--- config.mk ---
export PLATFORM = sky130hd
export DESIGN_NAME = sem_supervisor
export DESIGN_NICKNAME = d
export VERILOG_FILES = /design/src/rtl/sem_supervisor.sv
export SDC_FILE = /design/constraint.sdc
export NUM_CORES = 1
export LEC_CHECK = 0
export CORE_MARGIN = 3
export CORE_UTILIZATION = 50
export DETAILED_ROUTE_END_ITERATION = 10
export PLACE_DENSITY = 0.79
export SLEW_MARGIN = 20
export SYNTH_ARGS = -nofsm -noshare
export SYNTH_HDL_FRONTEND = slang
export SYNTH_SLANG_ARGS = --single-unit
--- constraint.sdc ---
create_clock -name clk -period 2.4 [get_ports clk]
set_input_delay 0.36 -clock clk [delete_from_list [all_inputs] [get_ports clk]]
set_output_delay 0.36 -clock clk [all_outputs]
set_load 0.05 [all_outputs]
--- src/rtl/sem_supervisor.sv ---
// sem_supervisor: sequences the SEM core and monitors its status, optional auto-restart via SEM_SUPERVISOR_AUTO_RESTART_EN
module sem_supervisor #(
    parameter int ENABLE_DELAY_C = 1024,
    parameter int INIT_TIMEOUT_C = 2**24,
    parameter int HB_TIMEOUT_C   = 4096,
    parameter int CNT_W_C        = 16
) (
    input  logic               clk,
    input  logic               rst,
    input  logic               sw_enable,
    input  logic               clr_stats,
    input  logic [13:0]        sem_status,
    output logic               sem_enable,
    output logic [2:0]         state,
    output logic [CNT_W_C-1:0] corr_count,
    output logic [CNT_W_C-1:0] uncorr_count,
    output logic               init_timeout,
    output logic               hb_timeout,
    output logic               fatal_seen,
`ifdef SEM_SUPERVISOR_AUTO_RESTART_EN
    output logic [1:0]         restart_count,
`endif
    output logic               irq
);
    localparam int DW = ENABLE_DELAY_C > 1 ? $clog2(ENABLE_DELAY_C) : 1;
    localparam int IW = INIT_TIMEOUT_C > 1 ? $clog2(INIT_TIMEOUT_C) : 1;
    localparam int HW = HB_TIMEOUT_C > 1 ? $clog2(HB_TIMEOUT_C) : 1;
    typedef enum logic [2:0] {OFF = 3'd0, DELAY = 3'd1, INIT = 3'd2, OBSERVE = 3'd3, FAULT = 3'd4} state_t;
    state_t st, st_nx;
    logic [10:0] s1;
    logic [2:0] s2;
    logic [DW-1:0] dly_cnt;
    logic [IW-1:0] init_cnt;
    logic [HW-1:0] wd_cnt;
    logic hb_edge, phase, cor_evt, unc_evt, fatal_set, init_set, hb_set, restart, unused_bits;
`ifndef SEM_SUPERVISOR_AUTO_RESTART_EN
    logic [1:0] restart_count;
`endif
    assign hb_edge     = s1[7] & ~s2[0];
    assign phase       = |s1[4:2];
    assign cor_evt     = s1[10] & ~s2[2];
    assign unc_evt     = s1[9] & ~s2[1] & (st == INIT || st == OBSERVE || st == FAULT);
    assign sem_enable  = st == INIT || st == OBSERVE || st == FAULT;
    assign state       = st;
    assign unused_bits = ^{sem_status[13:11], s1[8], s1[5], s1[0], restart_count};
    // next state and flag-set events; software disable overrides everything, fatal outranks timeouts
    always_comb begin
        st_nx     = st;
        fatal_set = 1'b0;
        init_set  = 1'b0;
        hb_set    = 1'b0;
        restart   = 1'b0;
        if (!sw_enable) begin
            st_nx = OFF;
        end else begin
            case (st)
                OFF:   st_nx = DELAY;
                DELAY: st_nx = dly_cnt == DW'(ENABLE_DELAY_C - 1) ? INIT : DELAY;
                INIT: begin
                    fatal_set = s1[6];
                    init_set  = !s1[1] && init_cnt == IW'(INIT_TIMEOUT_C - 1);
                    st_nx     = (fatal_set || init_set) ? FAULT : s1[1] ? OBSERVE : INIT;
                end
                OBSERVE: begin
                    fatal_set = s1[6];
                    hb_set    = !hb_edge && !phase && wd_cnt == HW'(HB_TIMEOUT_C - 1);
`ifdef SEM_SUPERVISOR_AUTO_RESTART_EN
                    restart   = hb_set && !fatal_set && restart_count != 2'd3;
`endif
                    st_nx     = fatal_set ? FAULT : !hb_set ? OBSERVE : restart ? DELAY : FAULT;
                end
                default: st_nx = st;
            endcase
        end
    end
    // state register, input synchroniser stages and per-state timers that clear on entry
    always_ff @(posedge clk) begin
        if (rst) begin
            st       <= OFF;
            s1       <= '0;
            s2       <= '0;
            dly_cnt  <= '0;
            init_cnt <= '0;
            wd_cnt   <= '0;
        end else begin
            st       <= st_nx;
            s1       <= sem_status[10:0];
            s2       <= {s1[10], s1[9], s1[7]};
            dly_cnt  <= (st == DELAY && st_nx == DELAY) ? dly_cnt + 1'b1 : '0;
            init_cnt <= (st == INIT && st_nx == INIT) ? init_cnt + 1'b1 : '0;
            wd_cnt   <= (st == OBSERVE && st_nx == OBSERVE && !hb_edge && !phase) ? wd_cnt + 1'b1 : '0;
        end
    end
    // saturating counters, sticky flags and irq; a set in the same cycle as clr_stats survives
    always_ff @(posedge clk) begin
        if (rst) begin
            corr_count    <= '0;
            uncorr_count  <= '0;
            init_timeout  <= 1'b0;
            hb_timeout    <= 1'b0;
            fatal_seen    <= 1'b0;
            irq           <= 1'b0;
            restart_count <= '0;
        end else begin
            corr_count    <= clr_stats ? CNT_W_C'(cor_evt) : corr_count + CNT_W_C'(cor_evt && !(&corr_count));
            uncorr_count  <= clr_stats ? CNT_W_C'(unc_evt) : uncorr_count + CNT_W_C'(unc_evt && !(&uncorr_count));
            init_timeout  <= init_set || (init_timeout && !clr_stats);
            hb_timeout    <= hb_set || (hb_timeout && !clr_stats);
            fatal_seen    <= fatal_set || (fatal_seen && !clr_stats);
            irq           <= fatal_set || init_set || hb_set || unc_evt || (irq && !clr_stats);
            restart_count <= clr_stats ? {1'b0, restart} : restart_count + {1'b0, restart};
        end
    end
endmodule

==> flow_summary.toml, run 1 <==
[sta]
max-slew-margin-rel = 0.624
finalHoldViolations = 0
rsz0062_at_grt = "false"
timing.fmax_mhz = 448
setup_viol = 0
timing.final.crit_share = 0.931
hold_ws_ps = 462
drv_slew = 0
worst_pin_slew_ps = 562
period_needed_ps = 2230
skew_ps = 9.87

[outcome]
outcome = "finished, final reports clean"

[cells_and_area]
post-route-util = 0.638
diodes = 0
layout.cells.non_filler = 613
layout.nets = 531
area_growth_pct = 20.8
n_fill_cell = 673
drive_gt1_frac = 0.121

[global_routing]
grt_pass1_wl_mm = 13.7
met3_usage = 0.0438
grt_max_degree = 31
use_met1 = 0.202
met2_usage = 0.302
antenna_found_initial = 0
top_usage_layer = "met2"
grt_pass1_vias = 3127
globalRouteTotalUtil = 0.172
overflow = 0

[clocking]
numCtsBuffers = 9
cts.sinks = 96
cts_tree = "yes"
root_buffer = "clkbuf_8"
clkTransAtPathRegs_ps = 90
clk_latency_ps = 360
htreeDepth = 3
hold_buffers = 0
clk_path_buf_depth = 2

[setup_path]
critical_path_cell_count = 9
cp-end-kind = "flop"
crit_type = "flop to flop"
r2r-start = "state[0]"
rr_endpoint = "uncorr_count[10]"
cp_slowest_cell = "or3_1"
r2r_slack_ps = 170
cp_data_arrival_time_ps = 2520
worstPathMaxFanout = 7
cp_num_buf_inv = 0
crit_start = "state[0]"
critPathTopFamily = "simple AND/OR/NAND/NOR gates"
crit_required_ps = 2690
cp_cell_sequence = "nand2b_4, mux2i_4, and3b_2, o31a_1, ha_2, ha_1, nand4_1, or3_1, a21oi_1"
worst_setup_path_endpoint = "uncorr_count[10]"
crit_path_start_kind = "flop"
slowest_delay_ps = 410
reg2regPathDepth = 9

[synth]
synth_area_mm2 = 0.00419
ys.flop_type = "dfxtp_1"
synth_top_family_by_area = "simple AND/OR/NAND/NOR gates"
synth_top_area_share = 0.459
async_flop_share = 0
synthXorXnorAreaFrac = 0.123
yosysTopAreaCell = "dfxtp_1"
yosysUniqueCellTypes = 51
synth-simple-area-share = 0.307
yosysMostFrequentCell = "dfxtp_1"
synth-seq-cells = 96
synth-seq-area-share = 0.459
ys_top_cells_by_area = "dfxtp_1 46%, xor2_1 6.7%, nor2_1 6.3%, xnor2_1 5.6%, nand3_1 3.0%"
synth_area_per_cell_um2 = 9.28
synth_nets = 476
synth_edf_count = 0
synth_compound_area_frac = 0.0511
synth_mux_area_frac = 0.00478
synth-adder-area-share = 0.0209
yosys_warnings = 0
ys_top_cells_by_count = "96 x dfxtp_1, 70 x nor2_1, 32 x nand2_1, 32 x xor2_1, 27 x xnor2_1"
synthCells = 451

[pwr]
seqPwrFrac = 0.563
combPwrFrac = 0.026
power.leakage_nw = 1.69
irDropWorstVdd_mv = 0.508
power.share.switching = 0.201
power_frac_clock = 0.411
finalPower_mw = 2.86
p_int_mw = 2.28
powerDensity_mw_per_mm2 = 565
switching_power_mw = 0.575

[floorplanning]
die_w_um = 97.5
fp-row-count = 32
start_util = 0.528
dieArea_mm2 = 0.00951
core_mm2 = 0.00793
boundaryPins = 58
die_h_um = 97.5

[drt]
num_vias = 3241
drt_first_pass_iters = 4
routed_wl_mm = 8.07
wl_per_cell_um = 13.2
vias_per_cell = 5.29
drtIter0Drc = 118
ant_nets = 0
drc_errors = 0

[placement]
dp_hpwl_mm = 5.85
place_congestion = 0.806
port_buffers = 51
dp.cells = 593

[hold_path]
hp-class = "flop to flop"

[job]
drv_cap = 0
==> stage by stage <==
stage / setup TNS (ps) / area [um^2] / setup WS (ps)
6_report: 0 / 5060 / 167
5_1_grt: 0 / 5060 / 2.48
4_1_cts: 0 / 5030 / 122
3_5_place_dp: 0 / 4790 / 131
3_3_place_gp: 0 / 4790 / 183
2_1_floorplan: -880 / 4240 / -139
==> final cells by class <==
class                           count  area (um^2)  share of cell area
Multi-Input combinational cell    328         2150               0.425
Sequential cell                    96         1940               0.383
Clock buffer                       12          155              0.0307
Timing Repair Buffer               58          563               0.111
Inverter                           13         48.8             0.00965
Clock inverter                      4         76.3              0.0151
Tap cell                          102          128              0.0252
==> placed cells by master, fill, tap and decap left out, types with 2 or more instances in the layout <==
master	count
and4_1	4
or3_1	9
and2_4	2
bufinv_16	2
a21oi_1	16
nor4_1	2
nor2_1	70
nor3_1	2
nand4_2	2
nor2b_1	13
ha_1	6
inv_1	13
nand2_1	32
dfxtp_2	2
o21ai_0	10
nand2b_4	2
dfxtp_4	3
nand2b_1	3
nor2_2	2
nand4_1	17
buf_4	7
or2_2	3
xor2_1	32
and3b_1	2
nand3_1	25
nor2_4	9
a31oi_1	2
and3_1	12
dfxtp_1	91
xnor2_1	27
clkbuf_8	11
clkdlybuf4s50_1	51
==> sequential cells by signal (all words and copies together), names as in the netlist, 3 cells and up <==
signal / flops
uncorr_count: 16
dly_cnt: 10
s2: 3
corr_count: 16
state: 3
init_cnt: 24
wd_cnt: 12
s1: 8
==> power groups by stage <==
| stage | clock, mW | combinational (mW) | sequential, mW |
|---|---|---|---|
| after floorplan | 0 | 0.0370 | 1.65 |
| after global placement | 0 | 0.0747 | 1.65 |
| after detailed placement | 0 | 0.0760 | 1.65 |
| after CTS | 1.21 | 0.0763 | 1.61 |
| after global routing | 1.26 | 0.0824 | 1.61 |
| final | 1.17 | 0.0753 | 1.61 |
==> worst min-delay path by stage <==
stage	startpoint	to	slack, ps	cells past startpoint
2_1_floorplan	init_cnt[0]	init_cnt[0]	420	1
3_3_place_gp	init_cnt[0]	init_cnt[0]	430	1
3_5_place_dp	init_cnt[0]	init_cnt[0]	460	1
4_1_cts	init_cnt[0]	init_cnt[0]	470	1
5_1_grt	s1[9]	s2[1]	480	1
6_report	init_cnt[0]	init_cnt[0]	460	1
==> logic make-up (layout without fill, tap and decap cells) <==
family          after synthesis  count (layout)
mux                           2               2
buf+inv                      27              87
compound gates               34              34
xor+xnor                     59              59
simple gates                226             226
fa+ha+maj                     7               7
flops                        96              96
==> repair_timing <==
item	in CTS	in global routing
resized for setup	0	2
buffers inserted	0	4
endpoints found under the hold margin	0	0
setup endpoints to repair	0	6
==> metal layers <==
metal | wire (um) | vias up
met2 | 4080 | 58
met1 | 3550 | 1543
met3 | 325 | 10
li1 | - | 1630
met4 | 114 | 0
met5 | 0 | -
No activity file was read; power rests on OpenSTA's default activity.
==> run 2, diff against run 1 <==
--- a/config.mk
+++ b/config.mk
@@ -9,6 +9,7 @@
 export CORE_UTILIZATION = 50
 export DETAILED_ROUTE_END_ITERATION = 10
 export PLACE_DENSITY = 0.79
+export SKIP_CTS_REPAIR_TIMING = 1
 export SLEW_MARGIN = 20
 export SYNTH_ARGS = -nofsm -noshare
 export SYNTH_HDL_FRONTEND = slang
==> results of run 2 <==
No change in the layout: final DEF, timing and power equal those of run 1.
